===== src/rtl/ascii_add_sequencer.sv =====
// Serial front-end for the two-digit ASCII adder: parses "DD+DD=", drives the adder operands,
// captures its result and streams back "CDU\n" (or "?\n" for a malformed expression).
module ascii_add_sequencer #(
    parameter int DATA_W = 7
) (
    input  logic              clk,
    input  logic              rst,
    input  logic [DATA_W-1:0] char_in,
    input  logic              char_valid,
    output logic              char_ready,
    output logic [DATA_W-1:0] op_ad,
    output logic [DATA_W-1:0] op_au,
    output logic [DATA_W-1:0] op_bd,
    output logic [DATA_W-1:0] op_bu,
    input  logic [DATA_W-1:0] res_yc,
    input  logic [DATA_W-1:0] res_yd,
    input  logic [DATA_W-1:0] res_yu,
    output logic [DATA_W-1:0] out_char,
    output logic              out_valid,
    input  logic              out_ready,
    output logic [7:0]        op_count,
    output logic [7:0]        err_count,
    output logic              busy
);

    localparam logic [DATA_W-1:0] LF_CHAR   = DATA_W'(7'h0A);
    localparam logic [DATA_W-1:0] ERR_CHAR  = DATA_W'(7'h3F);
    localparam logic [DATA_W-1:0] ZERO_CHAR = DATA_W'(7'h30);
    localparam logic [DATA_W-1:0] NINE_CHAR = DATA_W'(7'h39);
    localparam logic [DATA_W-1:0] PLUS_CHAR = DATA_W'(7'h2B);
    localparam logic [DATA_W-1:0] EQ_CHAR   = DATA_W'(7'h3D);

    typedef enum logic [3:0] {
        GET_AD, GET_AU, GET_PLUS, GET_BD, GET_BU, GET_EQ, CALC,
        SEND_C, SEND_D, SEND_U, SEND_LF, ERR_Q, ERR_LF
    } state_t;

    state_t state_q, state_d;

    logic [DATA_W-1:0] res_c_q, res_d_q, res_u_q;
    logic              accept, out_fire, err_entry, op_done;

    function automatic logic is_digit(input logic [DATA_W-1:0] c);
        return (c >= ZERO_CHAR) && (c <= NINE_CHAR);
    endfunction

    function automatic logic [7:0] sat_inc(input logic [7:0] v);
        return (v == 8'hFF) ? v : v + 8'd1;
    endfunction

    assign accept    = char_valid && char_ready;
    assign out_fire  = out_valid && out_ready;
    assign err_entry = accept && (state_d == ERR_Q);
    assign op_done   = (state_q == SEND_LF) && out_fire;

    always_ff @(posedge clk or posedge rst) begin
        if (rst) state_q <= GET_AD;
        else     state_q <= state_d;
    end

    always_comb begin
        state_d = state_q;
        case (state_q)
            GET_AD:   if (accept) state_d = is_digit(char_in) ? GET_AU : ERR_Q;
            GET_AU:   if (accept) state_d = is_digit(char_in) ? GET_PLUS : ERR_Q;
            GET_PLUS: if (accept) state_d = (char_in == PLUS_CHAR) ? GET_BD : ERR_Q;
            GET_BD:   if (accept) state_d = is_digit(char_in) ? GET_BU : ERR_Q;
            GET_BU:   if (accept) state_d = is_digit(char_in) ? GET_EQ : ERR_Q;
            GET_EQ:   if (accept) state_d = (char_in == EQ_CHAR) ? CALC : ERR_Q;
            CALC:     state_d = SEND_C;
            SEND_C:   if (out_fire) state_d = SEND_D;
            SEND_D:   if (out_fire) state_d = SEND_U;
            SEND_U:   if (out_fire) state_d = SEND_LF;
            SEND_LF:  if (out_fire) state_d = GET_AD;
            ERR_Q:    if (out_fire) state_d = ERR_LF;
            ERR_LF:   if (out_fire) state_d = GET_AD;
            default:  state_d = GET_AD;
        endcase
    end

    always_comb begin
        char_ready = 1'b0;
        out_valid  = 1'b0;
        out_char   = '0;
        busy       = (state_q != GET_AD);
        case (state_q)
            GET_AD, GET_AU, GET_PLUS, GET_BD, GET_BU, GET_EQ: char_ready = 1'b1;
            SEND_C:  begin out_valid = 1'b1; out_char = res_c_q;  end
            SEND_D:  begin out_valid = 1'b1; out_char = res_d_q;  end
            SEND_U:  begin out_valid = 1'b1; out_char = res_u_q;  end
            SEND_LF: begin out_valid = 1'b1; out_char = LF_CHAR;  end
            ERR_Q:   begin out_valid = 1'b1; out_char = ERR_CHAR; end
            ERR_LF:  begin out_valid = 1'b1; out_char = LF_CHAR;  end
            default: ;
        endcase
    end

    // Operands only change in the collection states, so they stay put while a result is sent.
    always_ff @(posedge clk or posedge rst) begin
        if (rst) begin
            op_ad <= ZERO_CHAR;
            op_au <= ZERO_CHAR;
            op_bd <= ZERO_CHAR;
            op_bu <= ZERO_CHAR;
        end else if (accept && is_digit(char_in)) begin
            case (state_q)
                GET_AD:  op_ad <= char_in;
                GET_AU:  op_au <= char_in;
                GET_BD:  op_bd <= char_in;
                GET_BU:  op_bu <= char_in;
                default: ;
            endcase
        end
    end

    // The adder has had the whole CALC cycle to settle when its outputs are sampled here.
    always_ff @(posedge clk or posedge rst) begin
        if (rst) begin
            res_c_q <= ZERO_CHAR;
            res_d_q <= ZERO_CHAR;
            res_u_q <= ZERO_CHAR;
        end else if (state_q == CALC) begin
            res_c_q <= res_yc;
            res_d_q <= res_yd;
            res_u_q <= res_yu;
        end
    end

    always_ff @(posedge clk or posedge rst) begin
        if (rst) begin
            op_count  <= 8'd0;
            err_count <= 8'd0;
        end else begin
            if (op_done)   op_count  <= op_count + 8'd1;
            if (err_entry) err_count <= sat_inc(err_count);
        end
    end

endmodule

===== config.mk =====
export PLATFORM = sky130hd
export DESIGN_NAME = ascii_add_sequencer
export DESIGN_NICKNAME = d
export VERILOG_FILES = /design/src/rtl/ascii_add_sequencer.sv
export SDC_FILE = /design/constraint.sdc
export NUM_CORES = 1
export LEC_CHECK = 0
export ABC_AREA = 1
export CAP_MARGIN = 10
export CORE_UTILIZATION = 55
export CTS_BUF_LIST = sky130_fd_sc_hd__clkbuf_4 sky130_fd_sc_hd__clkbuf_8
export DETAILED_ROUTE_END_ITERATION = 8
export DONT_BUFFER_PORTS = 1
export PLACE_DENSITY = 0.7
export SYNTH_ARGS = -nofsm -noshare
export SYNTH_HDL_FRONTEND = slang
export SYNTH_SLANG_ARGS = --single-unit

===== constraint.sdc =====
create_clock -name clk -period 3.85 [get_ports clk]
set_clock_uncertainty 0.05 [all_clocks]
set_input_delay 0.77 -clock clk [delete_from_list [all_inputs] [get_ports clk]]
set_output_delay 0.77 -clock clk [all_outputs]
set_load 0.1 [all_outputs]

---- After elaboration in Yosys (flattened, before gate mapping) ----
Cells that the tools add are included.
word-level totals
  input bits .............................. 32
  bits in registers ....................... 69
operators by class
  muxes and demuxes ....................... 21
  order comparisons ....................... 2
  reduce and logical (&&, ||, !) cells .... 16
  equal/unequal tests ..................... 16
  bitwise gates (word level) .............. 1
  add/subtract/negate cells ............... 2
operators with widths
  kind                                                             count
  two-way mux 4 bit                                                17
  case mux 4 bit (12 select lines)                                 1
  case mux 7 bit (5 select lines)                                  1
  == test 4 bit (second input constant)                            6
  adder 8 x 1 -> 8 bit (second input constant)                     2
  == test 4 x 3 -> 1 bit (second input constant)                   4
  == test 7 x 6 -> 1 bit (second input constant)                   2
  OR reduction 6 bit                                               2
  AND reduction 2 bit                                              5
  == test 4 x 2 -> 1 bit (second input constant)                   2
  == test 8 bit (second input constant)                            1
  >= comparator 7 x 6 -> 1 bit (second input constant)             1
  less-or-equal comparator 7 x 6 -> 1 bit (second input constant)  1
  logical AND 1 bit                                                6
  == test 4 x 1 -> 1 bit (second input constant)                   1
  zero test 4 bit                                                  1
  nonzero test 4 bit                                               1
  two-way mux 1 bit                                                2
  OR reduction 2 bit                                               1
  inverter 1 bit                                                   1

---- Logic depth before layout (Yosys ltp) ----
  depth in word-level cells ............... 9
  depth in mapped cells ................... 12
  depth with buffers taken out ............ 12

---- Least setup slack after synthesis ----
OpenSTA, ideal clock, no wires.
  path kind ............................... register -> output
  from .................................... reg state_q[2]
  to ...................................... out out_char[2]
  cell stages (with the launch flop) ...... 5
  data arrival time ....................... 2,269 ps
  slack ................................... 761 ps
  required time ........................... 3,030 ps
  cells stage by stage .................... dfrtp_1 buf_6 nor2_2 inv_1 o2111ai_1
between the ends
  word-level cells in the longest chain between the ends .. 3
  elaborated cells between the ends (all ways) .. 8
  those cells by class .................... eq/ne: 6; mux: 1; reduce/logical: 1
RTL lines
  element                              line  source
  start, declared                      38    state_t state_q, state_d;
  start signal, assigned               58    else state_q <= state_d;
  == test 4 bit                        86    case (state_q)
  OR reduction 2 bit (no line)         --
  case mux 7 bit (5 select lines) (*)  86
  end, declared                        18    output logic [DATA_W-1:0] out_char,
Mark *: on every way between the ends. The rest lies on a longest branch, timed or not.

---- Worst setup path in the final report ----
  from .................................... reg state_q[2]
  to ...................................... out out_char[5]
Same word-level chain as after synthesis.

==> metrics.md <==
| Metric | Value |
|---|---|
| Die Y | 80.5 um |
| Worst Path Required | 3.03 ns |
| Overall power | 3.76 mW |
| Antenna diode count | 0 |
| Grt ovf | 0 |
| P_int | 1.74 mW |
| Commonest non-fill, non-tap cell in the layout | nand2_1 |
| Count of unique library cells instantiated by Yosys | 34 |
| Iter 0 DRT Violations | 169 |
| GR peak layer | met2 |
| CP Launch Type | flop |
| Ys async rst share | 1.00 |
| Max incr delay on CP | 0.51 ns |
| Area share of the largest cell type after synthesis | 0.406 |
| Min Tclk post-route | 3.08 ns |
| Syn Inst Count | 410 |
| Final Hold Fails | 0 |
| RSZ-0062 raised after global routing | no |
| EDFF count, synth | 0 |
| Vias in the first global route | 2510 |
| Syn avg cell area | 8.27 um2 |
| Slew Limit Fails | 0 |
| Most frequent cells in the layout | nand2_1 (174), dfrtp_1 (55), inv_1 (35) |
| Starting density of the core | 0.572 |
| Setup TNS Final | 0 ns |
| Critical-path top delay cell | nor2_1 |
| Area grow syn2layout | 12.0% |
| Yosys Warn Count | 0 |
| DP Wirelength | 5010 um |
| PortBufs | 0 |
| Die W | 80.5 um |
| CTS Buffer Depth | 2 |
| Fin crit share | 0.801 |
| Core Util, Final | 0.641 |
| Drt first pass iters | 6 |
| CTS resizes | 0 |
| Drt wl/cell | 13.9 um |
| CTS H-Tree Depth | 3 |
| Largest net degree at the start of global routing | 36 |
| Residual DRC | 0 |
| Clk Latency, worst-skew pair | 0.34 ns |
| Nets | 459 |
| Largest cells by area after synthesis | dfrtp_1 (41%), nand2_1 (19%), dfstp_2 (11%) |
| Status | finished, final reports clean |
| First-pass GRT wire length | 11400 um |
| GRT Util Overall | 0.233 |
| Power per cell area | 991 mW/mm2 |
| Worst Path Max Fanout | 8 |
| Post-CTS Setup Bufs | 0 |
| Hold_buf cts | 0 |
| Root Buffer | clkbuf_8 |
| Core area | 0.00592 mm2 |
| Net Sw Frac | 0.538 |
| CTS tree | yes |
| Yosys top cell by area | dfrtp_1 |
| Met3 GRT Util | 0.0580 |
| Via density | 5.21 |
| Seq pwr share | 0.341 |
| Remaining antenna violation count | 0 |
| Initial antenna violation count | 0 |
| Total CTS buffers | 9 |
| Most common flop cell mapped by yosys | dfrtp_1 |
| Buf+Inv Stages, Crit Path | 2 |
| Layout fillers | 519 |
| Static Leakage | 1.99 nW |
| Crit path kind | reg -> out |
| Max Cap Viol | 0 |
| Routability Congestion | 0.849 |
| Net Sw Power | 2.02 mW |
| Max Clock Freq | 324 MHz |
| Syn Std Cell Area | 0.00339 mm2 |
| Pre-CTS setup slack | 1.17 ns |
| Worst path depth | 6 |
| Setup violators final | 0 |
| HP Class | in -> async |
| Worst Setup End Kind | primary output |
| Worst-path clk slew | 0.07 ns |
| Clock power share | 0.204 |
| Slew margin rel. | 0.211 |
| Std cell rows | 28 |
| Arr. time, crit path | 2.26 ns |
| Worst setup margin | 0.765 ns |
| Synth Register Bits | 69 |
| Share of cells above drive strength 1 | 0.179 |
| Combinational power share | 0.455 |
| Via count | 2631 |
| Met1 Usage GRT | 0.300 |
| Worst reg-to-reg path cell count | 7 |
| Syn_nets | 444 |
| Delay-heaviest family, CP | simple AND/OR/NAND/NOR gates |
| Register area share after synthesis | 0.515 |
| Total Wirelength | 7000 um |
| M2 GR Usage | 0.370 |
| IO Count | 86 |
| Slew @ Worst Pin | 1.18 ns |
| Worst VDD drop | 0.969 mV |
| Clock sinks | 69 |
| Fin Hold WS | 0.366 ns |
| CP Cell Sequence | nor2_2, inv_1, nor2_1, a221oi_1, nand2_1, buf_4 |
| Total Die Area | 0.00648 mm2 |
## final cells by class
class / count / area (um2) / area share
Multi-Input combinational cell: 291 / 1450 / 0.381
Sequential cell: 69 / 1740 / 0.459
Clock buffer: 9 / 124 / 0.0326
Inverter: 42 / 160 / 0.0422
Timing Repair Buffer: 12 / 90.1 / 0.0237
Tap cell: 75 / 93.8 / 0.0247
Clock inverter: 7 / 138 / 0.0363
## power by group through the flow
stage          Combinational [mW]  Sequential (mW)  Clock (mW)
2_1_floorplan                1.31             1.40           0
3_3_place_gp                 1.69             1.29           0
3_5_place_dp                 1.71             1.29           0
4_1_cts                      1.71             1.28       0.778
5_1_grt                      1.82             1.31       0.811
6_report                     1.71             1.28       0.768
## cells in the mapped netlist, types with 2 or more instances
master and n:
xnor2_1 7, nand2_2 12, dfstp_2 14, inv_1 36, buf_2 6, a221oi_1 3, dfrtp_1 55, nand3_1 10
o21ai_0 19, inv_2 5, nand2_1 174, o21ai_1 4, nor3_1 3, nor2_2 5, nand4_1 15, nor2_8 3
xor2_1 5, ha_1 2, nor2_1 16, a31oi_1 2
## metal layers
| layer | wire length (um) | vias to the layer above |
|---|---|---|
| met4 | 153 | 0 |
| met1 | 3180 | 1196 |
| met5 | 0 | - |
| li1 | - | 1325 |
| met2 | 3250 | 93 |
| met3 | 420 | 17 |
## path summary, 6_finish.rpt
path / from / slack, ns / to
setup / recovery: state_q[2]$_DFF_PP0_ / 0.77 / out_char[5]
hold / removal: rst / 0.37 / op_count[2]$_DFFE_PP0P_
setup reg to reg: state_q[2]$_DFF_PP0_ / 1.46 / op_au[1]$_DFFE_PP0P_
hold reg to reg: res_u_q[4]$_DFFE_PP1P_ / 0.42 / res_u_q[4]$_DFFE_PP1P_
max in group asynchronous: rst / 2.45 / op_au[4]$_DFFE_PP1P_
min in group clk: res_u_q[4]$_DFFE_PP1P_ / 0.42 / res_u_q[4]$_DFFE_PP1P_
## cell families after synthesis
group / Yosys count / share of synthesized area
simple gates: 243 / 0.327
flops: 69 / 0.515
buf+inv: 50 / 0.0605
compound gates: 34 / 0.0594
xor+xnor: 12 / 0.0310
fa+ha+maj: 2 / 0.00738
## worst register-to-register path: stages (launching register included)
cell and delay (ns):
dfrtp_1 0.48, nand2_1 0.13, nand2_2 0.12, inv_2 0.41, nand2_2 0.17, nor2_2 0.25
nand4_1 0.41, o21ai_1 0.29
## per-stage QoR
step	instances	instance area, um2
2_1_floorplan	410	3390
3_5_place_dp	489	3530
6_report	505	3800
4_1_cts	505	3800
5_1_grt	505	3800
3_3_place_gp	489	3530
## state kept, by name, summed over array words and instances, names as in the netlist
register / cells
res_c_q: 7
op_bd: 7
op_au: 7
err_count: 8
op_bu: 7
op_count: 8
res_d_q: 7
state_q: 4
op_ad: 7
res_u_q: 7
No activity file was read; power rests on OpenSTA's default activity.
